`src/rtl/ram_port_arbiter_if.sv`:
```
// ----------------------------------------------------------------------------
// ram_port_arbiter_if
//
// Bundles the two-requester request/response handshake and the 1R1W memory
// port of ram_port_arbiter. Clock and reset stay outside the interface.
//
// Modports:
//   slave  - the arbiter: samples requests and memory read data, drives
//            ready/response and the memory read/write controls.
//   master - the client/memory side: drives requests and memory read data,
//            observes ready/response and the memory controls.
//
// Signals:
//   req_valid[1:0], req_write[1:0]     per-requester valid and 1=write/0=read
//   req_addr0/1, req_wdata0/1          per-requester address and write data
//   req_ready[1:0]                     combinational accept
//   rsp_valid[1:0], rsp_rdata0/1       registered read response
//   mem_r_en, mem_r_addr, mem_r_data   memory read port (combinational data)
//   mem_w_en, mem_w_mask, mem_w_addr,
//   mem_w_data                         memory write port (written on clock)
// ----------------------------------------------------------------------------
interface ram_port_arbiter_if #(
  parameter int ADDR_W = 4,
  parameter int DATA_W = 32
);
  logic [1:0]        req_valid;
  logic [1:0]        req_write;
  logic [ADDR_W-1:0] req_addr0;
  logic [ADDR_W-1:0] req_addr1;
  logic [DATA_W-1:0] req_wdata0;
  logic [DATA_W-1:0] req_wdata1;
  logic [1:0]        req_ready;

  logic [1:0]        rsp_valid;
  logic [DATA_W-1:0] rsp_rdata0;
  logic [DATA_W-1:0] rsp_rdata1;

  logic              mem_r_en;
  logic [ADDR_W-1:0] mem_r_addr;
  logic [DATA_W-1:0] mem_r_data;
  logic              mem_w_en;
  logic              mem_w_mask;
  logic [ADDR_W-1:0] mem_w_addr;
  logic [DATA_W-1:0] mem_w_data;

  modport slave (
    input  req_valid, req_write, req_addr0, req_addr1, req_wdata0, req_wdata1,
    input  mem_r_data,
    output req_ready, rsp_valid, rsp_rdata0, rsp_rdata1,
    output mem_r_en, mem_r_addr, mem_w_en, mem_w_mask, mem_w_addr, mem_w_data
  );

  modport master (
    output req_valid, req_write, req_addr0, req_addr1, req_wdata0, req_wdata1,
    output mem_r_data,
    input  req_ready, rsp_valid, rsp_rdata0, rsp_rdata1,
    input  mem_r_en, mem_r_addr, mem_w_en, mem_w_mask, mem_w_addr, mem_w_data
  );
endinterface

```
`src/rtl/ram_port_arbiter.sv`:
```
// ----------------------------------------------------------------------------
// ram_port_arbiter
//
// Two-requester arbiter in front of an external 1R1W memory with a
// combinational read port and a clocked write port. The read port and the
// write port are arbitrated independently, each with a 1-bit round-robin
// pointer, so one read and one write can be granted in the same cycle.
// Read data is captured at the accepting edge and presented one cycle later
// with a single-cycle rsp_valid pulse to the winning requester.
//
// Ports:
//   clock    - rising-edge clock
//   reset_n  - asynchronous active-low reset
//   bus      - ram_port_arbiter_if.slave (requests, responses, memory port)
//
// Build option:
//   RAM_PORT_ARB_BYPASS_EN - when defined, a read and write granted in the
//   same cycle to the same address return the new (write) data. Otherwise the
//   old memory word is returned and no address comparator exists.
// ----------------------------------------------------------------------------
module ram_port_arbiter #(
  parameter int DEPTH  = 16,
  parameter int ADDR_W = 4,
  parameter int DATA_W = 32
) (
  input  logic                 clock,
  input  logic                 reset_n,
  ram_port_arbiter_if.slave    bus
);

  generate
    if (DEPTH != (1 << ADDR_W)) begin : g_bad_depth
      $error("ram_port_arbiter: DEPTH must equal 2**ADDR_W");
    end
  endgenerate

  // Round-robin pointers: the requester preferred when both compete.
  logic              rd_ptr;
  logic              wr_ptr;

  logic [1:0]        rd_cand;
  logic [1:0]        wr_cand;
  logic [1:0]        rd_gnt;
  logic [1:0]        wr_gnt;

  logic              r_en;
  logic [ADDR_W-1:0] r_addr;
  logic              w_en;
  logic [ADDR_W-1:0] w_addr;
  logic [DATA_W-1:0] w_data;
  logic [DATA_W-1:0] rd_capture;

  logic [1:0]        rsp_valid_q;
  logic [DATA_W-1:0] rsp_rdata0_q;
  logic [DATA_W-1:0] rsp_rdata1_q;

  assign rd_cand = bus.req_valid & ~bus.req_write;
  assign wr_cand = bus.req_valid &  bus.req_write;

  always_comb begin
    rd_gnt = 2'b00;
    case (rd_cand)
      2'b01:   rd_gnt = 2'b01;
      2'b10:   rd_gnt = 2'b10;
      2'b11:   rd_gnt = rd_ptr ? 2'b10 : 2'b01;
      default: rd_gnt = 2'b00;
    endcase
  end

  always_comb begin
    wr_gnt = 2'b00;
    case (wr_cand)
      2'b01:   wr_gnt = 2'b01;
      2'b10:   wr_gnt = 2'b10;
      2'b11:   wr_gnt = wr_ptr ? 2'b10 : 2'b01;
      default: wr_gnt = 2'b00;
    endcase
  end

  // A requester is a candidate for only one of the two ports, so the grants
  // are disjoint per requester and can simply be ORed.
  assign bus.req_ready = rd_gnt | wr_gnt;

  // Memory read port
  assign r_en   = |rd_gnt;
  assign r_addr = rd_gnt[1] ? bus.req_addr1 : bus.req_addr0;

  // Memory write port; with no grant, requester 0's fields pass through.
  assign w_en   = |wr_gnt;
  assign w_addr = wr_gnt[1] ? bus.req_addr1  : bus.req_addr0;
  assign w_data = wr_gnt[1] ? bus.req_wdata1 : bus.req_wdata0;

  assign bus.mem_r_en   = r_en;
  assign bus.mem_r_addr = r_addr;
  assign bus.mem_w_en   = w_en;
  assign bus.mem_w_mask = w_en;
  assign bus.mem_w_addr = w_addr;
  assign bus.mem_w_data = w_data;

`ifdef RAM_PORT_ARB_BYPASS_EN
  // Forward the word being written this cycle so the read sees the new value.
  logic bypass_hit;
  assign bypass_hit = r_en & w_en & (r_addr == w_addr);
  assign rd_capture = bypass_hit ? w_data : bus.mem_r_data;
`else
  assign rd_capture = bus.mem_r_data;
`endif

  always_ff @(posedge clock or negedge reset_n) begin
    if (!reset_n) begin
      rd_ptr       <= 1'b0;
      wr_ptr       <= 1'b0;
      rsp_valid_q  <= 2'b00;
      rsp_rdata0_q <= '0;
      rsp_rdata1_q <= '0;
    end else begin
      // After a grant to i the other requester gets priority.
      if (rd_gnt[0])      rd_ptr <= 1'b1;
      else if (rd_gnt[1]) rd_ptr <= 1'b0;

      if (wr_gnt[0])      wr_ptr <= 1'b1;
      else if (wr_gnt[1]) wr_ptr <= 1'b0;

      rsp_valid_q <= rd_gnt;
      if (rd_gnt[0]) rsp_rdata0_q <= rd_capture;
      if (rd_gnt[1]) rsp_rdata1_q <= rd_capture;
    end
  end

  assign bus.rsp_valid  = rsp_valid_q;
  assign bus.rsp_rdata0 = rsp_rdata0_q;
  assign bus.rsp_rdata1 = rsp_rdata1_q;

endmodule

```
`src/flat_wrapper.sv`:
```
// flat-port wrapper written by rule: the top's interface ports become plain ports
module ram_port_arbiter_flat 
#(
  parameter int DEPTH  = 16,
  parameter int ADDR_W = 4,
  parameter int DATA_W = 32
)
  (clock, reset_n, bus_req_valid, bus_req_write, bus_req_addr0, bus_req_addr1, bus_req_wdata0, bus_req_wdata1, bus_mem_r_data, bus_req_ready, bus_rsp_valid, bus_rsp_rdata0, bus_rsp_rdata1, bus_mem_r_en, bus_mem_r_addr, bus_mem_w_en, bus_mem_w_mask, bus_mem_w_addr, bus_mem_w_data);
  ram_port_arbiter_if #(.ADDR_W(ADDR_W), .DATA_W(DATA_W)) bus_i ();
  input  logic clock;
  input  logic reset_n;
  input wire logic [$bits(bus_i.req_valid)-1:0] bus_req_valid;
  input wire logic [$bits(bus_i.req_write)-1:0] bus_req_write;
  input wire logic [$bits(bus_i.req_addr0)-1:0] bus_req_addr0;
  input wire logic [$bits(bus_i.req_addr1)-1:0] bus_req_addr1;
  input wire logic [$bits(bus_i.req_wdata0)-1:0] bus_req_wdata0;
  input wire logic [$bits(bus_i.req_wdata1)-1:0] bus_req_wdata1;
  input wire logic [$bits(bus_i.mem_r_data)-1:0] bus_mem_r_data;
  output wire logic [$bits(bus_i.req_ready)-1:0] bus_req_ready;
  output wire logic [$bits(bus_i.rsp_valid)-1:0] bus_rsp_valid;
  output wire logic [$bits(bus_i.rsp_rdata0)-1:0] bus_rsp_rdata0;
  output wire logic [$bits(bus_i.rsp_rdata1)-1:0] bus_rsp_rdata1;
  output wire logic [$bits(bus_i.mem_r_en)-1:0] bus_mem_r_en;
  output wire logic [$bits(bus_i.mem_r_addr)-1:0] bus_mem_r_addr;
  output wire logic [$bits(bus_i.mem_w_en)-1:0] bus_mem_w_en;
  output wire logic [$bits(bus_i.mem_w_mask)-1:0] bus_mem_w_mask;
  output wire logic [$bits(bus_i.mem_w_addr)-1:0] bus_mem_w_addr;
  output wire logic [$bits(bus_i.mem_w_data)-1:0] bus_mem_w_data;
  assign bus_i.req_valid = bus_req_valid;
  assign bus_i.req_write = bus_req_write;
  assign bus_i.req_addr0 = bus_req_addr0;
  assign bus_i.req_addr1 = bus_req_addr1;
  assign bus_i.req_wdata0 = bus_req_wdata0;
  assign bus_i.req_wdata1 = bus_req_wdata1;
  assign bus_i.mem_r_data = bus_mem_r_data;
  assign bus_req_ready = bus_i.req_ready;
  assign bus_rsp_valid = bus_i.rsp_valid;
  assign bus_rsp_rdata0 = bus_i.rsp_rdata0;
  assign bus_rsp_rdata1 = bus_i.rsp_rdata1;
  assign bus_mem_r_en = bus_i.mem_r_en;
  assign bus_mem_r_addr = bus_i.mem_r_addr;
  assign bus_mem_w_en = bus_i.mem_w_en;
  assign bus_mem_w_mask = bus_i.mem_w_mask;
  assign bus_mem_w_addr = bus_i.mem_w_addr;
  assign bus_mem_w_data = bus_i.mem_w_data;
  ram_port_arbiter #(.DEPTH(DEPTH), .ADDR_W(ADDR_W), .DATA_W(DATA_W)) u_core (.clock(clock), .reset_n(reset_n), .bus(bus_i));
endmodule
```
`config.mk`:
```
export PLATFORM = sky130hd
export DESIGN_NAME = ram_port_arbiter_flat
export DESIGN_NICKNAME = d
export VERILOG_FILES = /design/src/rtl/ram_port_arbiter_if.sv /design/src/rtl/ram_port_arbiter.sv /design/src/flat_wrapper.sv
export SDC_FILE = /design/constraint.sdc
export NUM_CORES = 1
export LEC_CHECK = 0
export ABC_AREA = 1
export CAP_MARGIN = 20
export CELL_PAD_IN_SITES_DETAIL_PLACEMENT = 0
export CELL_PAD_IN_SITES_GLOBAL_PLACEMENT = 2
export CORE_MARGIN = 5
export CORE_UTILIZATION = 16
export DETAILED_ROUTE_END_ITERATION = 8
export GPL_TIMING_DRIVEN = 0
export MAX_ROUTING_LAYER = met4
export PLACE_DENSITY_LB_ADDON = 0.2
export SLEW_MARGIN = 10
export SYNTH_ARGS = -nofsm -noshare
export SYNTH_HDL_FRONTEND = slang
export SYNTH_SLANG_ARGS = --single-unit
export TNS_END_PERCENT = 20
```
`constraint.sdc`:
```
create_clock -name clock -period 1.37 [get_ports clock]
set_input_delay 0.411 -clock clock [delete_from_list [all_inputs] [get_ports clock]]
set_output_delay 0.411 -clock clock [all_outputs]
set_load 0.05 [all_outputs]
```
; Word level (Yosys, flattened, before mapping)
; Cells that the tools add are included.
[word_totals]
regBits = 68
output_inout_bits = 111
word_cells = 30
[classes]
eq_ne = 6
mux = 11
n_bitwise = 4
reduce_logical = 4
[op_table]
columns = cell, count
row1 = 32-bit 2-to-1 mux, 1
row2 = 2-bit case mux with 3 select lines, 2
row3 = "2-bit == test, second input constant", 4
row4 = 4-bit 2-to-1 mux, 2
row5 = 2-bit AND, 2
row6 = "2-bit by 1-bit == test with 1-bit output, second input constant", 2
row7 = 1-bit 2-to-1 mux, 4
row8 = 2-bit 2-to-1 mux, 2
row9 = 2-bit nonzero test, 2
row10 = 2-bit OR reduction, 2
row11 = 2-bit inverter, 1
row12 = 2-bit bitwise OR, 1

; Longest topological paths before layout
[logic_depth]
depth_word = 6
mapped_depth = 8
depth_no_buf = 6

; Worst setup path after synthesis
; OpenSTA, ideal clock, no wires.
[synth_path]
kind = input to output
startpoint = in bus_req_write[1]
endpoint = out bus_mem_r_addr[0]
arrival_time_ps = 1480
t_required_ps = 959
setup_slack_ps = -521
path_stages = 6
cell_sequence = inv_1 > nand2_1 > nand2_2 > buf_2 > nand3_1 > nand2_1
[synth_between]
elab_chain_cells = 5
elab_cells_between_ends = 7
classes_between = eq/ne (3) / mux (2) / bitwise (2)
[synth_rtl]
columns = item, line_no
row1 = from (decl), flat_wrapper.sv:13  ; input wire logic [$bits(bus_i.req_write)-1:0] bus_req_write;
row2 = 2-bit inverter *, ram_port_arbiter.sv:57  ; assign rd_cand = bus.req_valid & ~bus.req_write;
row3 = 2-bit AND *, ram_port_arbiter.sv:57
row4 = 2-bit == test or 2-bit by 1-bit == test with 1-bit output (tied branches), ram_port_arbiter.sv:62  ; case (rd_cand)
row5 = 2-bit case mux with 3 select lines *, ram_port_arbiter.sv:62
row6 = 4-bit 2-to-1 mux *, ram_port_arbiter.sv:86  ; assign r_addr = rd_gnt[1] ? bus.req_addr1 : bus.req_addr0;
row7 = to (decl), flat_wrapper.sv:24  ; output wire logic [$bits(bus_i.mem_r_addr)-1:0] bus_mem_r_addr;
; Every way passes the cells marked *; elsewhere a longest branch is shown, timed or not.

; Worst setup path after layout
[layout_path]
startpoint = reg u_core.wr_ptr
endpoint = out bus_mem_w_data[20]
[layout_between]
elab_chain_cells = 3
[layout_rtl]
columns = item, line_no
row1 = from (decl), ram_port_arbiter.sv:39  ; logic wr_ptr;
row2 = from (signal assigned), ram_port_arbiter.sv:112  ; wr_ptr <= 1'b0;
row3 = from (signal assigned), ram_port_arbiter.sv:121  ; if (wr_gnt[0]) wr_ptr <= 1'b1;
row4 = from (signal assigned), ram_port_arbiter.sv:122  ; else if (wr_gnt[1]) wr_ptr <= 1'b0;
row5 = 2-bit 2-to-1 mux, ram_port_arbiter.sv:75  ; 2'b11: wr_gnt = wr_ptr ? 2'b10 : 2'b01;
row6 = 2-bit case mux with 3 select lines, ram_port_arbiter.sv:72  ; case (wr_cand)
row7 = 32-bit 2-to-1 mux, ram_port_arbiter.sv:91  ; assign w_data = wr_gnt[1] ? bus.req_wdata1 : bus.req_wdata0;
row8 = to (decl), flat_wrapper.sv:28  ; output wire logic [$bits(bus_i.mem_w_data)-1:0] bus_mem_w_data;
; Every way passes these cells.

==> results.yml <==
sta:
  worst_hold_slack_ns: 0.00454
  clock-skew-final_ns: 0.00700
  slew_headroom_pct: 72.3
  timing.final.hold_violations: 0
  setup_tns_ns: -21.83
  fin_crit_ns: 1.90
  min_period_over_period_pct: 139
  fmax_mhz: 525
  setup-violations-final: 51
  unrepaired_setup_endpoints_after_global_routing: "yes"
  report.final.slew_viol_count: 0
  max_slew.worst_pin.slew_ns: 0.415
  worst_slack_ns: -0.534
critical_path:
  worstPathRequired_ns: 0.96
  timing.critical_path.to_type: "primary output"
  cp_cell_sequence: "inv_2 -> nand2_8 -> nand2_8 -> clkbuf_16 -> nand2_2 -> nand2_4 -> buf_8"
  timing.critical_path.fanout_max: 8
  r2r_end: "u_core.bus.rsp_rdata1[4]$_DFFE_PN0P_"
  signal_arrival_time_at_the_worst_endpoint_ns: 1.49
  timing.rr.start: "u_core.rd_ptr$_DFFE_PN0P_"
  critPathMostFrequentCell: "nand2_8"
  reg2reg_depth: 8
  timing.critical_path.from_type: "register"
  timing.setup.critical_path_class: "register to primary output"
  setup.reg_to_reg.worst_slack_ns: 0.03
  crit_family: "buffers and inverters"
  critical-path-slowest-cell: "dfrtp_1"
  cp_slowest_stage_delay_ns: 0.38
  cp_num_buf_inv: 3
logic_synthesis:
  synth.lib_cells_used.distinct: 14
  ys_ff_latch: 68
  post_synth_inst_count: 437
  ys_warn_count: 0
  synthesis.nets: 547
  syn-mean-instance-area_um2: 7.50
  synth.cell_area_mm2: 0.00328
  synth_sequential_area_ratio_pct: 51.9
clock_network:
  clk_latency_ns: 0.34
  cts_made_buffers: 9
  clock_tree.buffer_depth: 2
  cts_tree: "yes"
  cts.root.buffer_cell: "clkbuf_16"
  clk_pin_slew_worst_paths_ns: 0.06
  cts_max_level: 3
  cts.hold.buffers_added: 0
  clock-sinks: 68
die:
  fp.dieH_um: 153
  core_mm2: 0.0202
  dieWidth_um: 153
  floorplan.die_area_mm2: 0.0234
  initial_core_util_pct: 16.2
  placementRows: 52
  pin_count: 221
power_and_ir_drop:
  post-layout-total-power_mw: 8.99
  p_per_area_mw_per_mm2: 1160
  leakage_nw: 3.67
  vdd.ir_drop.worst_uv: 571
run_status:
  run_status: "finished with violations"
  violated_checks: "setup timing"
detailed_routing:
  ant_nets: 0
  drt_drc_violations_left: 0
  drt_wl_total_um: 15800
  detailroute.via_count: 3893
  detail_route.vias_per_cell: 4.00
  drt_iter0_drc: 113
  drt_first_pass_iters: 4
  post_drt_wl_per_cell_um: 16.2
min_path:
  hold_path_class: "input pin to asynchronous set/reset pin"
layout:
  post_route_cells_drive_above_1_share_pct: 45.2
  antenna_cells_inserted: 0
  area_of_the_multi_input_gates_mm2: 0.00228
  finish.cell_count_without_fillers: 974
  layout.cell_area.non_filler_mm2: 0.00776
  area_growth_syn_to_layout_pct: 137
  num-nets-final: 810
  final_core_util_pct: 38.5
  seq_area_mm2: 0.00170
  fillerInstances: 2025
global_routing:
  grt_antenna_before_repair: 0
  track_usage_pct: 13.6
  wire_length_of_the_first_global_routing_pass_um: 24500
  pin_count_of_the_biggest_net_entering_global_routing: 42
  globalRouteOverflowTotal: 0
  first_global_vias: 4202
placed_design:
  place_inst: 928
  place_congestion: 0.816
  io_buffers: 220
  post_placement_cell_area_mm2: 0.00644
  pre_cts_ws_ns: -1.93
  dpl.hpwl_um: 11400
job:
  maxcap_violations: 0
-- repair_timing --
action                     4_1_cts  5_1_grt
setup endpoints to repair      177      112
pin swaps                        9       16
setup buffers                   20        4
cloned                           5        3
gates resized for setup        803      108
-- layer usage --
layer	track usage (%)	up-vias	routed length, um
met1	16.5	1824	6830
met5	-	-	0
li1	-	1896	-
met3	4.24	15	1150
met2	21.7	158	7580
met4	4.24	0	206
-- cell usage after synthesis --
| library cell | instances | area share (%) |
|---|---|---|
| o21ai_1 | 1 | 0.15 |
| buf_2 | 16 | 2.4 |
| nand2_1 | 249 | 29 |
| inv_1 | 7 | 0.80 |
| inv_2 | 4 | 0.46 |
| clkbuf_1 | 1 | 0.11 |
| o21ai_0 | 2 | 0.31 |
| nand2_2 | 2 | 0.38 |
| buf_4 | 8 | 1.8 |
| buf_6 | 3 | 1.0 |
| dfrtp_1 | 68 | 52 |
| nor2_2 | 1 | 0.19 |
| nand2_4 | 2 | 0.69 |
| nand3_1 | 73 | 11 |
-- logic make-up (layout without fill, tap and decap cells) --
group           count (synthesis)  after routing  share of synthesized area (%)
flops                          68             68                           51.9
simple gates                  327            329                           40.9
compound gates                  3              3                          0.458
buf+inv                        39            304                           6.68
-- where the power goes --
part           switching [mW]  leakage [nW]  total [mW]  internal [mW]
combinational            2.63          2.71        4.24           1.61
clock                   0.907         0.133        2.21           1.31
sequential              0.200         0.822        2.54           2.34
-- how the worst max path moves through the flow --
stage | cells past startpoint | to | slack, ns | startpoint
2_1_floorplan | 7 | bus_mem_r_addr[0] | -0.15 | bus_req_write[0]
3_3_place_gp | 1 | u_core.bus.rsp_rdata1[16]$_DFFE_PN0P_ | -2.74 | reset_n
3_5_place_dp | 9 | bus_mem_w_data[14] | -1.93 | bus_req_write[0]
4_1_cts | 8 | bus_mem_w_data[9] | -0.59 | u_core.wr_ptr$_DFFE_PN0P_
5_1_grt | 7 | bus_mem_w_data[20] | -0.61 | u_core.wr_ptr$_DFFE_PN0P_
6_report | 7 | bus_mem_w_data[20] | -0.53 | u_core.wr_ptr$_DFFE_PN0P_
-- state kept, by name, indices dropped and copies added, names as in the netlist --
register	flops
u_core.bus.rsp_valid	2
u_core.bus.rsp_rdata1	32
u_core.bus.rsp_rdata0	32
u_core.rd_ptr	1
u_core.wr_ptr	1
-- layout make-up --
class,count,area share (%)
multi-input combinational,332,29.3
buffer,27,4.98
inverter,11,0.758
sequential,68,21.9
timing repair buffer,251,35.1
clock buffer,11,3.26
clock inverter,4,0.322
tap,270,4.35
-- placed cells by master (no fill, tap or decap) --
cell / synthesis / routed
buf_12: 0 / 16
buf_16: 0 / 3
buf_2: 16 / 3
buf_4: 8 / 69
buf_6: 3 / 26
buf_8: 0 / 41
bufbuf_16: 0 / 1
clkbuf_16: 0 / 12
clkbuf_4: 0 / 5
clkbuf_8: 0 / 2
clkdlybuf4s15_2: 0 / 7
clkdlybuf4s50_1: 0 / 104
clkinv_2: 0 / 2
clkinvlp_4: 0 / 2
dfrtp_1: 68 / 68
inv_1: 7 / 4
inv_12: 0 / 1
inv_2: 4 / 4
inv_4: 0 / 2
nand2_1: 249 / 173
nand2_2: 2 / 20
nand2_4: 2 / 46
nand2_8: 0 / 16
nand3_1: 73 / 35
nand3_2: 0 / 27
nand3_4: 0 / 11
nor2_2: 1 / 1
o21ai_0: 2 / 2
o21ai_2: 0 / 1
(Power assumes the default switching activity.)
